--- src/rtl/i2s_pkg.sv ---
// Shared types and default geometry for the I2S transmit path.
// Samples are 24-bit two's complement, carried as left/right pairs.
package i2s_pkg;

    localparam int unsigned I2S_DATA_W    = 24;
    localparam int unsigned I2S_SLOT_W    = 32;
    localparam int unsigned I2S_BCLK_HALF = 2;

    typedef logic signed [I2S_DATA_W-1:0] sample_t;

    typedef struct packed {
        sample_t left;
        sample_t right;
    } stereo_t;

endpackage

--- src/rtl/i2s_clkgen.sv ---
// BCLK/LRCK generator: divides clk into BCLK and tracks the bit position within the frame.
// Fall events, frame start and slot bit index are combinational and valid in the clk that updates lrck.
module i2s_clkgen
    import i2s_pkg::*;
#(
    parameter int unsigned SLOT_W    = I2S_SLOT_W,
    parameter int unsigned BCLK_HALF = I2S_BCLK_HALF,
    localparam int unsigned DIV_W    = (BCLK_HALF > 1) ? $clog2(BCLK_HALF) : 1,
    localparam int unsigned BIT_W    = $clog2(2 * SLOT_W),
    localparam int unsigned IDX_W    = $clog2(SLOT_W)
) (
    input  logic             i_clk,
    input  logic             i_reset,
    output logic             o_bclk,
    output logic             o_lrck,
    output logic             o_fall_evt,
    output logic             o_frame_start,
    output logic [IDX_W-1:0] o_slot_bit,
    output logic             o_slot_right
);

    logic [DIV_W-1:0] r_div_cnt;
    logic             r_bclk;
    logic             r_lrck;
    logic [BIT_W-1:0] r_bit_cnt;

    logic             w_div_end;
    logic             w_fall;
    logic [BIT_W-1:0] w_bit_nxt;
    logic             w_right;
    logic [IDX_W-1:0] w_slot_bit;

    always_comb begin
        w_div_end  = (r_div_cnt == DIV_W'(BCLK_HALF - 1));
        w_fall     = w_div_end && r_bclk;
        w_bit_nxt  = (r_bit_cnt == BIT_W'(2 * SLOT_W - 1)) ? '0 : r_bit_cnt + BIT_W'(1);
        w_right    = (w_bit_nxt >= BIT_W'(SLOT_W));
        w_slot_bit = w_right ? IDX_W'(w_bit_nxt - BIT_W'(SLOT_W)) : IDX_W'(w_bit_nxt);
    end

    always_ff @(posedge i_clk) begin
        if (i_reset) begin
            r_div_cnt <= '0;
            r_bclk    <= 1'b0;
            r_lrck    <= 1'b1;
            r_bit_cnt <= BIT_W'(2 * SLOT_W - 1);
        end else begin
            if (w_div_end) begin
                r_div_cnt <= '0;
                r_bclk    <= ~r_bclk;
            end else begin
                r_div_cnt <= r_div_cnt + DIV_W'(1);
            end
            if (w_fall) begin
                r_bit_cnt <= w_bit_nxt;
                r_lrck    <= w_right;
            end
        end
    end

    assign o_bclk        = r_bclk;
    assign o_lrck        = r_lrck;
    assign o_fall_evt    = w_fall;
    assign o_frame_start = w_fall && (w_bit_nxt == '0);
    assign o_slot_bit    = w_slot_bit;
    assign o_slot_right  = w_right;

endmodule

--- src/rtl/i2s_tx.sv ---
// Stereo I2S transmitter: one-pair holding buffer, per-channel shift registers, Philips framing.
// A pair arriving in the fetch clk is held for the following frame, never bypassed.
module i2s_tx
    import i2s_pkg::*;
#(
    parameter int unsigned DATA_W    = I2S_DATA_W,
    parameter int unsigned SLOT_W    = I2S_SLOT_W,
    parameter int unsigned BCLK_HALF = I2S_BCLK_HALF,
    localparam int unsigned IDX_W    = $clog2(SLOT_W)
) (
    input  logic              i_clk,
    input  logic              i_reset,
    input  logic              i_s_valid,
    output logic              o_s_ready,
    input  logic [DATA_W-1:0] i_s_left,
    input  logic [DATA_W-1:0] i_s_right,
    output logic              o_i2s_bclk,
    output logic              o_i2s_lrck,
    output logic              o_i2s_sd,
    output logic              o_underrun
);

    logic              w_fall_evt;
    logic              w_frame_start;
    logic [IDX_W-1:0]  w_slot_bit;
    logic              w_slot_right;
    logic              w_xfer;
    logic              w_bit_on;

    logic [DATA_W-1:0] r_buf_l;
    logic [DATA_W-1:0] r_buf_r;
    logic              r_buf_full;
    logic [DATA_W-1:0] r_sh_l;
    logic [DATA_W-1:0] r_sh_r;
    logic              r_sd;
    logic              r_underrun;

    i2s_clkgen #(
        .SLOT_W    (SLOT_W),
        .BCLK_HALF (BCLK_HALF)
    ) u_clkgen (
        .i_clk         (i_clk),
        .i_reset       (i_reset),
        .o_bclk        (o_i2s_bclk),
        .o_lrck        (o_i2s_lrck),
        .o_fall_evt    (w_fall_evt),
        .o_frame_start (w_frame_start),
        .o_slot_bit    (w_slot_bit),
        .o_slot_right  (w_slot_right)
    );

    always_comb begin
        w_xfer   = i_s_valid && !r_buf_full;
        // Slot bit 0 is the one-BCLK I2S delay; bits past DATA_W are padding zeros.
        w_bit_on = (w_slot_bit != '0) && (w_slot_bit <= IDX_W'(DATA_W));
    end

    always_ff @(posedge i_clk) begin
        if (i_reset) begin
            r_buf_l    <= '0;
            r_buf_r    <= '0;
            r_buf_full <= 1'b0;
            r_sh_l     <= '0;
            r_sh_r     <= '0;
            r_sd       <= 1'b0;
            r_underrun <= 1'b0;
        end else begin
            if (w_xfer) begin
                r_buf_l <= i_s_left;
                r_buf_r <= i_s_right;
            end
            r_buf_full <= w_frame_start ? w_xfer : (r_buf_full | w_xfer);
            r_underrun <= w_frame_start && !r_buf_full;

            if (w_frame_start) begin
                r_sh_l <= r_buf_full ? r_buf_l : '0;
                r_sh_r <= r_buf_full ? r_buf_r : '0;
                r_sd   <= 1'b0;
            end else if (w_fall_evt) begin
                if (w_bit_on) begin
                    if (w_slot_right) begin
                        r_sd   <= r_sh_r[DATA_W-1];
                        r_sh_r <= {r_sh_r[DATA_W-2:0], 1'b0};
                    end else begin
                        r_sd   <= r_sh_l[DATA_W-1];
                        r_sh_l <= {r_sh_l[DATA_W-2:0], 1'b0};
                    end
                end else begin
                    r_sd <= 1'b0;
                end
            end
        end
    end

    assign o_s_ready  = !r_buf_full;
    assign o_i2s_sd   = r_sd;
    assign o_underrun = r_underrun;

endmodule

--- config.mk ---
export PLATFORM = sky130hd
export DESIGN_NAME = i2s_tx
export DESIGN_NICKNAME = d
export VERILOG_FILES = /design/src/rtl/i2s_pkg.sv /design/src/rtl/i2s_clkgen.sv /design/src/rtl/i2s_tx.sv
export SDC_FILE = /design/constraint.sdc
export NUM_CORES = 1
export LEC_CHECK = 0
export BUFFER_PORTS_ARGS = -buffer_cell sky130_fd_sc_hd__buf_4
export CAP_MARGIN = 20
export CORE_MARGIN = 4
export CORE_UTILIZATION = 45
export CTS_CLUSTER_DIAMETER = 80
export DETAILED_ROUTE_END_ITERATION = 8
export GPL_TIMING_DRIVEN = 1
export SLEW_MARGIN = 20
export SYNTH_ARGS = -nofsm -noshare
export SYNTH_HDL_FRONTEND = slang
export SYNTH_SLANG_ARGS = --single-unit
--- constraint.sdc ---
create_clock -name i_clk -period 2.7 [get_ports i_clk]
set_clock_uncertainty 0.05 [all_clocks]
set_input_delay 0.135 -clock i_clk [delete_from_list [all_inputs] [get_ports i_clk]]
set_output_delay 0.135 -clock i_clk [all_outputs]
set_load 0.01 [all_outputs]
==> impl_metrics.env, run 1 <==
export IMPL_final_area_sq_um=5620
export IMPL_grt_pass1_wl_um=18400
export IMPL_rows=36
export IMPL_routed_wl_um=10800
export IMPL_tns_ns=0
export IMPL_dr_pass1_iters=5
export IMPL_vias_per_cell=5.48
export IMPL_min_period_over_period=0.904
export IMPL_port_buffers=55
export IMPL_antenna_found_initial=0
export IMPL_grt_max_degree=81
export IMPL_synth_edff_count=0
export IMPL_path_class="reg2reg"
export IMPL_gp_congestion=0.774
export IMPL_ys_seq_area_frac=0.482
export IMPL_synth_area_sq_um=4490
export IMPL_synth_area_per_cell_sq_um=8.36
export IMPL_async_flop_share=0
export IMPL_clk_latency_ns=0.36
export IMPL_synthFlopType="dfxtp_1"
export IMPL_hold_path_class="in2reg"
export IMPL_path_clk_slew_ns=0.10
export IMPL_drc=0
export IMPL_hpwl_um=6370
export IMPL_drt_iter0_markers=369
export IMPL_layout_drive_gt1_share=0.159
export IMPL_ys_ff_latch=108
export IMPL_numCtsBuffers=9
export IMPL_tritoncts="done"
export IMPL_slew_headroom=0.378
export IMPL_overflow=0
export IMPL_arrival_ns=2.64
export IMPL_fin_nets=667
export IMPL_leakage_nw=2.17
export IMPL_power_density_nw_per_um2=578
export IMPL_insertedDiodeCount=0
export IMPL_globalRouteTotalUtil=0.192
export IMPL_yosys_area_top_type="dfxtp_1"
export IMPL_core_area_sq_um=9730
export IMPL_synth_most_common_cell="dfxtp_1"
export IMPL_dieWidth_um=108
export IMPL_routedWlPerCell_um=14.3
export IMPL_synth_top_cell_area_share=0.482
export IMPL_synthCells=537
export IMPL_area_delta_synth_final_pct=25.3
export IMPL_ant_nets=0
export IMPL_hold_violations=0
export IMPL_synthTopCellsByArea="dfxtp_1 (48%), nand2_1 (8.8%), a21oi_1 (6.0%)"
export IMPL_setup_viol_count_final=0
export IMPL_period_needed_ns=2.44
export IMPL_irDropWorstVdd_v=0.000297
export IMPL_cts_sinks=108
export IMPL_rsz0062_at_grt="no"
export IMPL_final_util=0.578
export IMPL_max_freq_mhz=410
export IMPL_dpl_cell_area_sq_um=4960
export IMPL_start_util=0.461
export IMPL_grt_pass1_vias=3800
export IMPL_synth_nets=590
export IMPL_htreeDepth=3
export IMPL_die_area_sq_um=11600
export IMPL_synth_warnings=0
export IMPL_slew_viol_final=0
export IMPL_root_buffer="clkbuf_8"
export IMPL_num_io_pins=56
export IMPL_die_h_um=108
export IMPL_required_ns=2.90
export IMPL_status="completed"
export IMPL_cts_buffer_depth=2
export IMPL_worst_slew_pin_slew_ns=0.931
export IMPL_start_kind="register"
export IMPL_synth_common_cells="dfxtp_1 (108), nand2_1 (105), a21oi_1 (54)"
export IMPL_cp_max_fo=23
export IMPL_maxCapViolations=0
export IMPL_end_kind="register"
export IMPL_vias=4119
export IMPL_synth_distinct_cells=45
power breakdown:
group | internal (mW) | total (mW) | switching (mW)
registers | 1.69 | 1.75 | 0.0640
logic | 0.250 | 0.586 | 0.336
clock network | 0.362 | 0.913 | 0.551
total | 2.30 | 3.25 | 0.951
per-stage QoR:
| step | hold WS, ns | setup slack, ns | power (mW) | instances |
|---|---|---|---|---|
| 4_1_cts | 0.00329 | 0.172 | 3.27 | 751 |
| 6_report | 0.0158 | 0.260 | 3.25 | 751 |
| 5_1_grt | 0.0487 | 0.0630 | 3.41 | 751 |
| 3_3_place_gp | 0.331 | 0.280 | 2.30 | 688 |
| 2_1_floorplan | 0.221 | 0.481 | 2.14 | 537 |
| 3_5_place_dp | 0.339 | 0.186 | 2.31 | 688 |
final cells by class:
cell class / count / area [sq um]
inverters: 4 / 15.0
multi-input cells: 375 / 2090
clock inverters: 5 / 37.5
repair buffers: 116 / 1020
flip-flops and latches: 108 / 2160
fillers: 902 / 4110
well taps: 133 / 166
clock buffers: 10 / 138
worst max-delay path, cell delays in order, from the launching register on:
cell	delay, ns
dfxtp_1	0.45
ha_1	0.33
nand3_1	0.20
or4b_1	0.55
nand3_2	0.13
nor4_4	0.06
buf_4	0.23
o31ai_1	0.25
a31oi_1	0.07
routing by layer:
layer  track usage  up-vias  part of all wire
met5             0        -                 0
met4        0.0379        0            0.0084
met3        0.0414        8             0.040
met2         0.296      106              0.47
met1         0.276     1927              0.48
li1              -     2078                 -
path summary, 6_finish.rpt:
check                        startpoint    endpoint  slack (ns)  depth (start not counted)
setup / recovery  u_clkgen.r_bit_cnt[0]   r_sh_r[5]        0.26                          8
hold / removal             i_s_right[0]  r_buf_r[0]        0.02                          3
setup reg to reg  u_clkgen.r_bit_cnt[0]   r_sh_r[5]        0.26                          8
hold reg to reg              r_buf_l[7]  r_buf_l[7]        0.41                          2
kinds of logic (layout without fill, tap and decap cells):
family | after synthesis | after routing | synth area share
and+or+nand+nor | 207 | 207 | 0.210
AOI/OAI and AO/OA | 162 | 162 | 0.235
DFF | 108 | 108 | 0.482
buffers and inverters | 54 | 135 | 0.0591
xor gates and xnor gates | 3 | 3 | 0.00586
adders and majority gates | 2 | 2 | 0.00557
muxes | 1 | 1 | 0.00251
flip-flops by register name, summed over array words and instances (netlist names), 6 cells and up:
signal,count
r_sh_r,24
u_clkgen.r_bit_cnt,6
r_buf_r,24
r_buf_l,24
r_sh_l,24
timing repair:
action                                  CTS  global route
hold buffers                             48             0
endpoints found under the hold margin    48             0
setup buffers                             0             0
gates resized for setup                   0             2
endpoints found under the setup margin    0            22
placed cells by master (no fill, tap or decap), types with 2 or more instances in the layout:
cell,n
inv_1,4
nand3_1,27
buf_12,2
nor2_1,31
clkinv_2,2
and3_1,2
a221oi_1,23
and3_4,2
a21oi_1,54
clkbuf_8,10
ha_1,2
dlygate4sd3_1,48
dfxtp_1,108
a31oi_1,23
o21ai_0,27
o31ai_1,25
xnor2_1,3
buf_4,66
nand2_1,105
nor3_1,25
Note: power is estimated with default switching activity, not from simulation.
==> run 2: changes to the inputs <==
--- a/config.mk
+++ b/config.mk
@@ -7,11 +7,15 @@
 export LEC_CHECK = 0
 export BUFFER_PORTS_ARGS = -buffer_cell sky130_fd_sc_hd__buf_4
 export CAP_MARGIN = 20
+export CELL_PAD_IN_SITES_DETAIL_PLACEMENT = 0
+export CELL_PAD_IN_SITES_GLOBAL_PLACEMENT = 2
+export CORE_ASPECT_RATIO = 1.25
 export CORE_MARGIN = 4
-export CORE_UTILIZATION = 45
+export CORE_UTILIZATION = 34
 export CTS_CLUSTER_DIAMETER = 80
 export DETAILED_ROUTE_END_ITERATION = 8
 export GPL_TIMING_DRIVEN = 1
+export PLACE_DENSITY = 0.8
 export SLEW_MARGIN = 20
 export SYNTH_ARGS = -nofsm -noshare
 export SYNTH_HDL_FRONTEND = slang
==> run 2 against run 1 <==
Sequential cell count did not move. Utilization fell by 13 points. Power is 13% higher.
==> impl_metrics.env, run 2 (synthesis results as in run 1) <==
export IMPL_setup_viol_count_final=0
export IMPL_final_area_sq_um=5800
export IMPL_ant_nets=0
export IMPL_area_delta_synth_final_pct=29.3
export IMPL_leakage_nw=2.25
export IMPL_core_area_sq_um=12800
export IMPL_period_needed_ns=2.47
export IMPL_path_clk_slew_ns=0.07
export IMPL_drt_iter0_markers=204
export IMPL_grt_max_degree=65
export IMPL_drc=0
export IMPL_dr_pass1_iters=5
export IMPL_cp_max_fo=24
export IMPL_status="completed"
export IMPL_max_freq_mhz=405
export IMPL_die_area_sq_um=15100
export IMPL_cts_buffer_depth=2
export IMPL_hold_violations=0
export IMPL_critPathLaunch="u_clkgen.r_bit_cnt[0]"
export IMPL_layout_common_cells="dfxtp_1 (108), nand2_1 (105), buf_4 (73), a21oi_1 (54), dlygate4sd3_1 (39)"
export IMPL_root_buffer="clkbuf_16"
export IMPL_final_seq_area_sq_um=2160
export IMPL_power_density_nw_per_um2=633
export IMPL_num_io_pins=56
export IMPL_finalPower_mw=3.68
export IMPL_pre_cts_ws_ns=0.0917
export IMPL_dpl_cell_area_sq_um=5080
export IMPL_htreeDepth=3
export IMPL_dieWidth_um=111
export IMPL_nFillCells=1267
export IMPL_slew_viol_final=0
export IMPL_slew_headroom=0.422
export IMPL_irDropWorstVdd_v=0.000321
export IMPL_required_ns=2.86
export IMPL_cts_sinks=108
export IMPL_min_period_over_period=0.914
export IMPL_routedWlPerCell_um=14.1
export IMPL_rows=46
export IMPL_insertedDiodeCount=0
export IMPL_final_util=0.452
export IMPL_die_h_um=136
export IMPL_vias=4075
export IMPL_routed_wl_um=11100
export IMPL_hold_path_class="in2reg"
export IMPL_arrival_ns=2.63
export IMPL_final_common_cell="dfxtp_1"
export IMPL_worst_slew_pin_slew_ns=0.865
export IMPL_vias_per_cell=5.18
export IMPL_rsz0062_at_grt="no"
export IMPL_grt_pass1_wl_um=18900
export IMPL_maxCapViolations=0
export IMPL_holdWs_ns=0.0109
export IMPL_start_util=0.350
export IMPL_hpwl_um=6980
export IMPL_start_kind="register"
export IMPL_end_kind="register"
export IMPL_numCtsBuffers=9
export IMPL_tritoncts="done"
export IMPL_layout_drive_gt1_share=0.173
export IMPL_overflow=0
export IMPL_multi_input_area_sq_um=2080
export IMPL_antenna_found_initial=0
export IMPL_port_buffers=55
export IMPL_regToRegStartpoint="u_clkgen.r_bit_cnt[0]"
export IMPL_path_class="reg2reg"
export IMPL_setup_ws_ns=0.233
export IMPL_min_from="i_s_left[14]"
export IMPL_grt_pass1_vias=3921
export IMPL_gp_congestion=0.796
export IMPL_fin_nets=668
export IMPL_globalRouteTotalUtil=0.151
export IMPL_clk_latency_ns=0.33
-- run 2: layer usage --
layer  part of all wire  track usage
met1               0.48        0.199
met4              0.010       0.0541
met2               0.48        0.248
met5                  0            0
met3              0.036       0.0272
-- run 2: power by group --
group / internal [mW] / switching (mW) / leakage [nW]
Combinational: 0.257 / 0.344 / 1.22
Sequential: 1.69 / 0.0583 / 0.881
Clock: 0.764 / 0.565 / 0.151
-- run 2: final timing paths --
check        slack, ns  cells after the start     endpoint
min               0.01                      3  r_buf_l[14]
max               0.23                      9   r_sh_r[12]
min reg2reg       0.41                      2  r_buf_l[23]
max reg2reg       0.23                      9   r_sh_r[12]
-- run 2: area by class of cell --
class                           instances  area share
Clock buffer                           11      0.0436
Clock inverter                          4     0.00841
Inverter                                4     0.00259
Multi-Input combinational cell        375       0.359
Sequential cell                       108       0.373
Tap cell                              168      0.0362
Timing Repair Buffer                  117       0.177
-- run 2: through the flow --
stage          std cells  TNS (ns)
2_1_floorplan        537         0
3_3_place_gp         728    -0.284
3_5_place_dp         729         0
4_1_cts              783         0
5_1_grt              787         0
6_report             787         0
-- run 2: critical path: stages, from the launching register on --
cell,delay (ns)
dfxtp_1,0.37
ha_1,0.31
or3b_1,0.40
o2111ai_2,0.11
nand3_2,0.13
buf_4,0.15
or3_4,0.39
a21oi_4,0.15
buf_12,0.18
a31oi_1,0.10
-- run 2: repair_timing --
action / 4_1_cts / 5_1_grt
endpoints found under the setup margin: 0 / 16
setup buffers: 0 / 4
hold buffers: 39 / 0
resized for setup: 0 / 1
endpoints found under the hold margin: 39 / 0
==> run 3: changes to the inputs <==
--- a/config.mk
+++ b/config.mk
@@ -7,15 +7,12 @@
 export LEC_CHECK = 0
 export BUFFER_PORTS_ARGS = -buffer_cell sky130_fd_sc_hd__buf_4
 export CAP_MARGIN = 20
-export CELL_PAD_IN_SITES_DETAIL_PLACEMENT = 0
-export CELL_PAD_IN_SITES_GLOBAL_PLACEMENT = 2
 export CORE_ASPECT_RATIO = 1.25
-export CORE_MARGIN = 4
-export CORE_UTILIZATION = 34
+export CORE_UTILIZATION = 45
 export CTS_CLUSTER_DIAMETER = 80
 export DETAILED_ROUTE_END_ITERATION = 8
 export GPL_TIMING_DRIVEN = 1
-export PLACE_DENSITY = 0.8
+export PLACE_DENSITY = 0.66
 export SLEW_MARGIN = 20
 export SYNTH_ARGS = -nofsm -noshare
 export SYNTH_HDL_FRONTEND = slang
==> run 3 against run 2 <==
Critical path depth down 1. Sequential cell count unchanged. Maximum frequency up 0.15%. Utilization up 15 points. Die area down 31%. Cell area down 0.28%. Routed wire length down 4.7%. Worst setup slack better by 0.0036 ns. Critical path type unchanged. Highest routed layer unchanged.
==> impl_metrics.env, run 3 (synthesis results as in run 1) <==
export IMPL_status="completed"
export IMPL_rows=40
export IMPL_cp_top_family="simple AND/OR/NAND/NOR gates"
export IMPL_antenna_found_initial=0
export IMPL_final_common_cell="dfxtp_1"
export IMPL_layout_drive_gt1_share=0.166
export IMPL_num_io_pins=56
export IMPL_hold_path_class="in2reg"
export IMPL_hpwl_um=6370
export IMPL_nFillCells=838
export IMPL_internal_power_mw=2.87
export IMPL_p_comb_frac=0.152
export IMPL_cp_max_fo=26
export IMPL_tns_ns=0
export IMPL_die_area_sq_um=10400
export IMPL_dr_pass1_iters=4
export IMPL_root_buffer="clkbuf_16"
export IMPL_globalRouteTotalUtil=0.213
export IMPL_cp_num_buf_inv=1
export IMPL_vias=4159
export IMPL_dieWidth_um=91.3
export IMPL_routed_wl_um=10600
export IMPL_final_util=0.599
export IMPL_pwr_share_seq=0.454
export IMPL_gp_congestion=0.833
export IMPL_required_ns=2.92
export IMPL_vias_per_cell=5.58
export IMPL_min_period_over_period=0.912
export IMPL_pre_cts_ws_ns=0.191
export IMPL_drt_iter0_markers=311
export IMPL_worst_slew_pin_slew_ns=0.830
export IMPL_switching_share=0.255
export IMPL_path_clk_slew_ns=0.07
export IMPL_power_density_nw_per_um2=665
export IMPL_hold_violations=0
export IMPL_irDropWorstVdd_v=0.000389
export IMPL_setup_ws_ns=0.237
export IMPL_slowest_delay_ns=0.44
export IMPL_final_cells=746
export IMPL_end_kind="register"
export IMPL_rsz0062_at_grt="no"
export IMPL_period_needed_ns=2.46
export IMPL_tritoncts="done"
export IMPL_routedWlPerCell_um=14.2
export IMPL_arrival_ns=2.68
export IMPL_core_area_sq_um=9660
export IMPL_p_sw_uw=980
export IMPL_htreeDepth=3
export IMPL_port_buffers=55
export IMPL_cts_sinks=108
export IMPL_start_util=0.465
export IMPL_slew_headroom=0.446
export IMPL_grt_pass1_vias=3870
export IMPL_leakage_nw=2.26
export IMPL_dp_cells=683
export IMPL_max_freq_mhz=406
export IMPL_fin_nets=668
export IMPL_maxCapViolations=0
export IMPL_numCtsBuffers=9
export IMPL_pwr_share_clk=0.394
export IMPL_grt_pass1_wl_um=17800
export IMPL_overflow=0
export IMPL_ant_nets=0
export IMPL_slew_viol_final=0
export IMPL_setup_viol_count_final=0
export IMPL_area_delta_synth_final_pct=28.9
export IMPL_clk_latency_ns=0.35
export IMPL_layout_common_cells="dfxtp_1 (108), nand2_1 (105), buf_4 (70), a21oi_1 (54), dlygate4sd3_1 (44)"
export IMPL_cts_buffer_depth=2
export IMPL_die_h_um=114
export IMPL_grt_max_degree=81
export IMPL_insertedDiodeCount=0
export IMPL_path_class="reg2reg"
export IMPL_drc=0
export IMPL_crit_slowest_cell="dfxtp_1"
export IMPL_start_kind="register"
export IMPL_crit_chain="ha_1, nand3_1, nor2_1, o221ai_4, nor3_4, buf_4, a221oi_1, nor3_1"
[run 3: changes by cell type in the layout (fill, tap and decap cells not counted)]
cell,change
dlygate4sd3_1,+5
buf_4,-3
buf_12,-2
bufinv_16,+2
clkbuf_8,-1
clkinv_2,-1
clkinvlp_4,+1
[run 3: stage by stage]
stage | hold WS [ns] | total power, mW | cell area [sq um]
after floorplan | 0.221 | 2.14 | 4490
after global placement | 0.331 | 2.30 | 4960
after detailed placement | 0.341 | 2.31 | 4970
after CTS | 0.00319 | 3.86 | 5750
after global routing | 0.0115 | 4.01 | 5790
final | 0.0129 | 3.85 | 5790
[run 3: repair_timing]
item | in CTS | in global routing
hold endpoints to repair | 43 | 1
hold buffers | 43 | 1
buffers inserted | 0 | 3
setup endpoints to repair | 0 | 6
resized for setup | 0 | 1
[run 3: cell type report]
class,count,area (sq um),area share
sequential,108,2160,0.374
multi-input combinational,375,2080,0.360
timing repair buffer,117,1020,0.176
clock buffer,10,239,0.0413
tap,126,158,0.0272
clock inverter,6,111,0.0192
inverter,4,15.0,0.00259
[run 3: power groups by stage]
stage / clock network [mW] / logic (mW) / registers (mW)
floorplan: 0 / 0.380 / 1.76
detailed placement: 0 / 0.532 / 1.78
global route: 1.61 / 0.646 / 1.76
finish: 1.52 / 0.585 / 1.75
CTS: 1.53 / 0.584 / 1.75
global placement: 0 / 0.521 / 1.78
[run 3: layer usage]
metal  vias up  wire length, um  track usage
met2       102             5370        0.364
met5         -                0            0
li1       2081                -            -
met1      1965             4570        0.266
met4         0              164       0.0847
met3        11              464       0.0407
[run 3: final timing paths]
kind                         startpoint          end  slack [ns]  cells after the start
setup / recovery  u_clkgen.r_bit_cnt[0]    r_sh_l[8]        0.24                      8
hold / removal             i_s_left[20]  r_buf_l[20]        0.01                      3
setup reg to reg  u_clkgen.r_bit_cnt[0]    r_sh_l[8]        0.24                      8
hold reg to reg              r_buf_l[9]   r_buf_l[9]        0.41                      2
[run 3: worst reg2reg max path, cell delays in order (launching register included)]
cell and delay, ns:
dfxtp_1 0.44, ha_1 0.33, nand3_1 0.16, nor2_1 0.33, o221ai_4 0.23, nor3_4 0.19
buf_4 0.30, a221oi_1 0.14, nor3_1 0.20
